File: src/rtl/matrix_loader.sv
// matrix_loader: assembles a serial element stream into flat A/B operand buses, holds the pair for downstream.
// Define MATB_COLMAJOR_EN to stream operand B column-major; A is always row-major.
module matrix_loader #(
  parameter int N     = 3,
  parameter int width = 8
) (
  input  logic                   clk,
  input  logic                   reset,
  input  logic                   in_valid,
  input  logic [width-1:0]       in_data,
  input  logic                   in_last,
  output logic                   in_ready,
  output logic [N*N*width-1:0]   mata,
  output logic [N*N*width-1:0]   matb,
  output logic                   mat_valid,
  input  logic                   mat_ready,
  output logic                   frame_err
);
  localparam int CW = (N*N > 1) ? $clog2(N*N) : 1;
  localparam logic [1:0] LOAD_A = 2'd0;
  localparam logic [1:0] LOAD_B = 2'd1;
  localparam logic [1:0] HOLD   = 2'd2;
  logic [1:0]    state;
  logic [CW-1:0] cnt;
  logic [CW-1:0] slot_b;
  logic          last_el;
  logic          fin;
  assign in_ready  = state != HOLD;
  assign mat_valid = state == HOLD;
  assign last_el   = cnt == CW'(N*N-1);
  assign fin       = state == LOAD_B && last_el;
`ifdef MATB_COLMAJOR_EN
  assign slot_b = CW'((int'(cnt) % N) * N + int'(cnt) / N);
`else
  assign slot_b = cnt;
`endif
  // in_last must coincide exactly with the final B element; any mismatch drops the frame
  always_ff @(posedge clk or negedge reset) begin
    if (!reset) begin
      state     <= LOAD_A;
      cnt       <= '0;
      mata      <= '0;
      matb      <= '0;
      frame_err <= 1'b0;
    end else begin
      frame_err <= 1'b0;
      if (state == HOLD) begin
        if (mat_ready) state <= LOAD_A;
      end else if (in_valid) begin
        if (state == LOAD_A) mata[int'(cnt)*width +: width] <= in_data;
        else matb[int'(slot_b)*width +: width] <= in_data;
        if (in_last != fin) begin
          frame_err <= 1'b1;
          state     <= LOAD_A;
          cnt       <= '0;
        end else if (last_el) begin
          cnt   <= '0;
          state <= (state == LOAD_A) ? LOAD_B : HOLD;
        end else begin
          cnt <= cnt + 1'b1;
        end
      end
    end
  end
endmodule

File: config.mk
export PLATFORM = sky130hd
export DESIGN_NAME = matrix_loader
export DESIGN_NICKNAME = d
export VERILOG_FILES = /design/src/rtl/matrix_loader.sv
export SDC_FILE = /design/constraint.sdc
export NUM_CORES = 1
export LEC_CHECK = 0
export CORE_AREA = 3 3 114 116
export DETAILED_ROUTE_END_ITERATION = 7
export DIE_AREA = 0 0 117 119
export PLACE_DENSITY = 0.86
export RECOVER_POWER = 50
export SLEW_MARGIN = 20
export SYNTH_ARGS = -nofsm -noshare
export SYNTH_HDL_FRONTEND = slang
export SYNTH_SLANG_ARGS = --single-unit
File: constraint.sdc
create_clock -name clk -period 7.31 [get_ports clk]
set_clock_uncertainty 0.1 [all_clocks]
set_input_delay 1.462 -clock clk [delete_from_list [all_inputs] [get_ports clk]]
set_output_delay 1.462 -clock clk [all_outputs]
set_load 0.01 [all_outputs]
==> metrics, run 1 <==
VDD IR-drop max 0.158 mV; critical path depth 2; starting density of the core 52.8%; latest clock arrival within the worst-skew pair 0.42 ns; Sw Ratio 24.8%; pre-CTS setup slack 3.53 ns; RSZ-0062 raised after global routing no; syn_area_per_cell 11.6 sq um; most common cell after layout, fill and taps aside dfrtp_1; met1 wire length 7.00 mm; Mapped Cells 547; initial antenna violation count 0; type of origin of the critical path primary input; CTS root buffer clkbuf_16; area of the die 13900 sq um; Tot GR Track Use 26.1%; net switching power 0.517 mW; Post-synth EDFFs 0; post-CTS resize count 0; share of layout cells above drive strength 1 17.7%; R2R depth 6; Sequential Power Share 43.0%; post-synthesis sequential area ratio 59.5%; metal3 WL 1.53 mm; Max Fanout on Critical Path 88; FMAX 0.232 GHz; Avg WL per Cell 20.4 um; reg2reg start cnt[0]; worst-margin pin slew 3.41 ns; CTS tree done; commonest non-fill, non-tap cells in the layout 151 x dfrtp_1, 123 x nand2_1, 93 x clkdlybuf4s50_1; vias in the first global route 5046; R2R Setup Slk 4.35 ns; io pins 160; Final Setup Violations 0; iteration count of the initial detailed-routing pass 5; Die H 119 um; PD cells 242 nW/um^2; top_reg_cell synth dfrtp_1; max_cap viols 1; Worst EP required 7.67 ns; Worst path slowest cell clkbuf_1; Area contributors post-synth dfrtp_1 60%, mux2_2 12%, nand2_1 7.3%; synthesized cell area 6350 sq um; largest net degree at the start of global routing 89; setup_tns 0 ns; Synth area leader dfrtp_1; drt via density 5.71; highest routed metal layer met4; Syn Nets 563; Final Cycle Share 59.0%; clock share of power 44.3%; crit path kind primary input to asynchronous set/reset pin; H-tree depth 4; Die X 117 um; ant diodes 0; core area 12000 sq um; Leakage 4.07 nW; Hold Path Class register to register; hold path depth 2; DRC 0; Syn. warnings 0; Hold Violations, Final 0; PortBufs 159; Yosys reg bits 151; GP Congestion 0.908; nets 715; hpwl dp 11.4 mm; combinational share of power 12.7%; share of flip-flops with an asynchronous set or reset 100%; Sink Count 151; CTS Buffer Depth 2; failing checks max-capacitance violations, max-slew violations; Slew HR -127%; Internal 1.57 mW; grt ovf 0; row cnt 40; worst setup margin 3.00 ns; ANT nets after route 0; Post-CTS Hold Buffers 0; run status finished with violations; CP endpoint matb[5]; Buf+Inv Stages, Crit Path 2; Iter 0 DRT Violations 419; routed vias 4906; r2r endpoint mata[18]; first-pass GRT wire length 27.6 mm; Post-CTS Setup Repair Bufs 0; clk slew on worst S/H paths 0.06 ns; fin. max-slew vios 65; CP Capture Type asynchronous set/reset pin; CP peak stage delay 2.36 ns; Final min period 4.31 ns; critical-path cell list clkbuf_1, buf_6; WL met2 8.65 mm; share of the synthesized area in the top cell type 59.5%; WL final 17.5 mm; CP startpoint reset; post-synth cell types 47; CTS Buf Count 17; Largest delay share family, worst path buffers and inverters; Area Growth Syn to Fin 35.8%; Critical Path AT 4.67 ns
[logic make-up (layout without fill, tap and decap cells)]
kind of cell | count (synthesis) | count (layout) | share of synthesized area [%]
simple gates | 203 | 203 | 16.9
flops | 151 | 151 | 59.5
compound gates | 81 | 81 | 7.04
mux | 70 | 70 | 12.4
buf+inv | 38 | 203 | 3.08
fa+ha+maj | 3 | 3 | 0.592
xor+xnor | 1 | 1 | 0.434
[flip-flops by register name, indices dropped and copies added, names as in the netlist]
signal / cells
mata: 72
matb: 72
cnt: 4
state: 2
frame_err: 1
[cell usage after synthesis, types with 3 or more instances]
cell type	instances
dfrtp_1	151
nand2_1	123
mux2_2	70
o21ai_0	63
nand3_1	16
buf_2	14
clkbuf_1	12
nor2_1	11
nor2b_1	7
o31ai_1	7
inv_1	6
buf_6	4
nand4_1	4
o211ai_1	4
and3_1	3
ha_1	3
nor3_4	3
nor3b_1	3
nor4_4	3
or4_1	3
[worst min path at each step]
stage,to,from
floorplan,mata[16],mata[16]
finish,matb[47],matb[47]
detailed placement,mata[20],mata[20]
global placement,mata[18],mata[18]
CTS,mata[22],mata[22]
global route,mata[22],mata[22]
[area by class of cell]
type                            instances  area [sq um]
Sequential cell                       151          3780
Timing Repair Buffer                  165          1630
Multi-Input combinational cell        358          2380
Clock inverter                          8           144
Tap cell                              147           184
Clock buffer                           24           482
Fill cell                             825          3390
Inverter                                6          22.5
[metrics by stage]
| stage | instance area [sq um] | instances | utilization (%) | hold WS, ns | power (mW) |
|---|---|---|---|---|---|
| 2_1_floorplan | 6350 | 547 | - | 0.403 | 1.05 |
| 5_1_grt | 8620 | 859 | 71.8 | 0.402 | 2.17 |
| 3_3_place_gp | 7970 | 823 | 66.4 | 0.351 | 1.17 |
| 6_report | 8620 | 859 | 71.8 | 0.385 | 2.09 |
| 3_5_place_dp | 7970 | 823 | 66.4 | 0.367 | 1.18 |
| 4_1_cts | 8600 | 855 | 71.6 | 0.383 | 2.10 |
[power groups by stage]
stage | clock network, mW | logic, mW | registers [mW]
after global routing | 0.973 | 0.289 | 0.902
after CTS | 0.930 | 0.271 | 0.899
after global placement | 0 | 0.262 | 0.911
after detailed placement | 0 | 0.269 | 0.912
final | 0.924 | 0.265 | 0.899
after floorplan | 0 | 0.133 | 0.919
[metal layers]
layer  vias to the layer above  global-route usage [%]
met1                      2475                    33.1
met2                       202                    41.3
li1                       2196                       -
met4                         0                    8.39
met5                         -                       0
met3                        33                    9.81
Note: power is estimated with default switching activity, not from simulation.
==> run 2: changes to the inputs <==
--- a/config.mk
+++ b/config.mk
@@ -5,10 +5,10 @@
 export SDC_FILE = /design/constraint.sdc
 export NUM_CORES = 1
 export LEC_CHECK = 0
-export CORE_AREA = 3 3 114 116
+export CORE_AREA = 3 3 125 127
 export DETAILED_ROUTE_END_ITERATION = 7
-export DIE_AREA = 0 0 117 119
-export PLACE_DENSITY = 0.86
+export DIE_AREA = 0 0 128 130
+export PLACE_DENSITY = 0.76
 export RECOVER_POWER = 50
 export SLEW_MARGIN = 20
 export SYNTH_ARGS = -nofsm -noshare
==> constraint.sdc (replaced) <==
create_clock -name clk -period 3.71 [get_ports clk]
set_clock_uncertainty 0.1 [all_clocks]
set_input_delay 0.742 -clock clk [delete_from_list [all_inputs] [get_ports clk]]
set_output_delay 0.742 -clock clk [all_outputs]
set_load 0.01 [all_outputs]
==> metrics, run 2 (same netlist as run 1, synthesis figures left out) <==
CP peak stage delay 0.71 ns (was 2.36 ns); met3 GRT Util 6.88% (was 9.81%); largest net degree at the start of global routing 79 (was 89); R2R Setup Slk 0.78 ns (was 4.35 ns); run status finished with violations (unchanged); fin. max-slew vios 75 (was 65); critical-path cell list inv_1, ha_1, or3b_4, or4_1, nand2_1, nand2_1 (was clkbuf_1, buf_6); ant diodes 0 (unchanged); Avg WL per Cell 19.0 um (was 20.4 um); type of origin of the critical path register (was primary input); failing checks max-capacitance violations, max-slew violations (unchanged); cell mode on critical path nand2_1; worst-margin pin slew 1.79 ns (was 3.41 ns); Iter 0 DRT Violations 310 (was 419); share of layout cells above drive strength 1 18.3% (was 17.7%); FMAX 0.342 GHz; post-CTS resize count 0 (unchanged); nets 714 (was 715); CTS Buffer Depth 2 (unchanged); CTS Buf Count 17 (unchanged); Final Util 59.7% (was 71.8%); row cnt 44 (was 40); RSZ-0062 raised after global routing no (unchanged); most common cell after layout, fill and taps aside dfrtp_1 (unchanged); latest clock arrival within the worst-skew pair 0.42 ns (about the same); CTS tree done (unchanged); WL final 17.0 mm (was 17.5 mm); Slew HR -19.2% (was -127%); Final Cycle Share 78.9%; Worst EP required 3.92 ns (was 7.67 ns); clk slew on worst S/H paths 0.06 ns (about the same); GR Layer Usage met1 27.0% (was 33.1%); VDD IR-drop max 0.226 mV (was 0.158 mV); iteration count of the initial detailed-routing pass 4 (was 5); Die H 130 um (was 119 um); r2r endpoint mata[18] (unchanged); GR Layer Usage met2 33.3% (was 41.3%); PD cells 480 nW/um^2 (was 242 nW/um^2); first-pass GRT wire length 26.7 mm (was 27.6 mm); grt ovf 0 (unchanged); initial antenna violation count 0 (unchanged); core area 14500 sq um (was 12000 sq um); setup_tns 0 ns (unchanged); vias in the first global route 4762 (was 5046); ANT nets after route 0 (unchanged); R2R depth 6 (unchanged); Post-CTS Hold Buffers 0 (unchanged); reg2reg start cnt[0] (unchanged); hpwl dp 11.7 mm (was 11.4 mm); Die X 128 um (was 117 um); fillcell total 1179 (was 825); area of the die 16600 sq um (was 13900 sq um); starting density of the core 43.7% (was 52.8%); DRC 0 (unchanged); Area Growth Syn to Fin 36.8% (was 35.8%); most used routing layer met2 (unchanged); Worst path slowest cell or4_1 (was clkbuf_1); Final Setup Violations 0 (unchanged); GP Congestion 0.868 (was 0.908); Critical Path AT 3.13 ns (was 4.67 ns); Post-CTS Setup Repair Bufs 0 (unchanged); max_cap viols 1 (unchanged); CP endpoint mata[18] (was matb[5]); routed vias 4790 (was 4906); biggest regs mata x72, matb x72, cnt x4 (unchanged); CP startpoint cnt[0] (was reset); Tot GR Track Use 21.0% (was 26.1%); io pins 160 (unchanged); crit path kind register to register (was primary input to asynchronous set/reset pin); CP Capture Type register (was asynchronous set/reset pin); CTS root buffer clkbuf_16 (unchanged); Max Fanout on Critical Path 15 (was 88); Final min period 2.93 ns; drt via density 5.36 (was 5.71); Hold Path Class register to register (unchanged); PortBufs 159 (unchanged); Leakage 4.10 nW (was 4.07 nW); Sink Count 151 (unchanged); H-tree depth 4 (unchanged); commonest non-fill, non-tap cells in the layout 151 x dfrtp_1, 123 x nand2_1, 86 x clkdlybuf4s50_1 (was 151 x dfrtp_1, 123 x nand2_1, 93 x clkdlybuf4s50_1); Hold Violations, Final 0 (unchanged)
-- run 2: worst min path at each step --
stage             start       end  slack (ns)  cells past startpoint
3_5_place_dp   mata[17]  mata[17]        0.37                      2
3_3_place_gp   mata[19]  mata[19]        0.35                      2
5_1_grt         mata[7]   mata[7]        0.40                      2
4_1_cts           reset  mata[59]        0.25                      1
2_1_floorplan     reset    cnt[0]        0.35                      0
6_report       mata[46]  mata[46]        0.38                      2
-- run 2: per-layer routing --
metal  share of wire (%)  wire length, um  vias to the layer above
li1                    -                -                     2182
met1                  41             7050                     2386
met2                  48             8180                      192
met3                 8.3             1420                       30
met4                 2.1              363                        0
met5                   0                0                        -
-- run 2: where the power goes --
part           internal (mW)  switching, mW  total [mW]  leakage (nW)
clock                   1.22          0.660        1.88         0.315
sequential              1.71         0.0532        1.77          2.09
combinational          0.201          0.318       0.519          1.70
total                   3.14           1.03        4.17          4.10
-- run 2: worst max-delay path, delay by kind of cell, from the launching register on --
family,cells,cell delay [ns]
simple gates,4,1.39
flops,1,0.63
fa+ha+maj,1,0.53
buf+inv,1,0.16
-- run 2: final cells by class --
| type | instances | area, sq um | share of cell area, % |
|---|---|---|---|
| Inverter | 6 | 22.5 | 0.259 |
| Tap cell | 184 | 230 | 2.65 |
| Clock buffer | 19 | 453 | 5.22 |
| Timing Repair Buffer | 164 | 1620 | 18.7 |
| Sequential cell | 151 | 3780 | 43.5 |
| Clock inverter | 12 | 198 | 2.28 |
| Multi-Input combinational cell | 358 | 2380 | 27.4 |
-- run 2: metrics by stage --
step	setup slack (ns)	power, mW	cells	hold WS (ns)	instance area [sq um]
global placement	0.752	2.32	861	0.351	8040
global route	0.350	4.34	894	0.405	8680
detailed placement	0.634	2.33	861	0.368	8040
finish	0.784	4.17	894	0.380	8680
CTS	0.801	4.23	892	0.249	8690
floorplan	1.33	2.07	547	0.346	6350
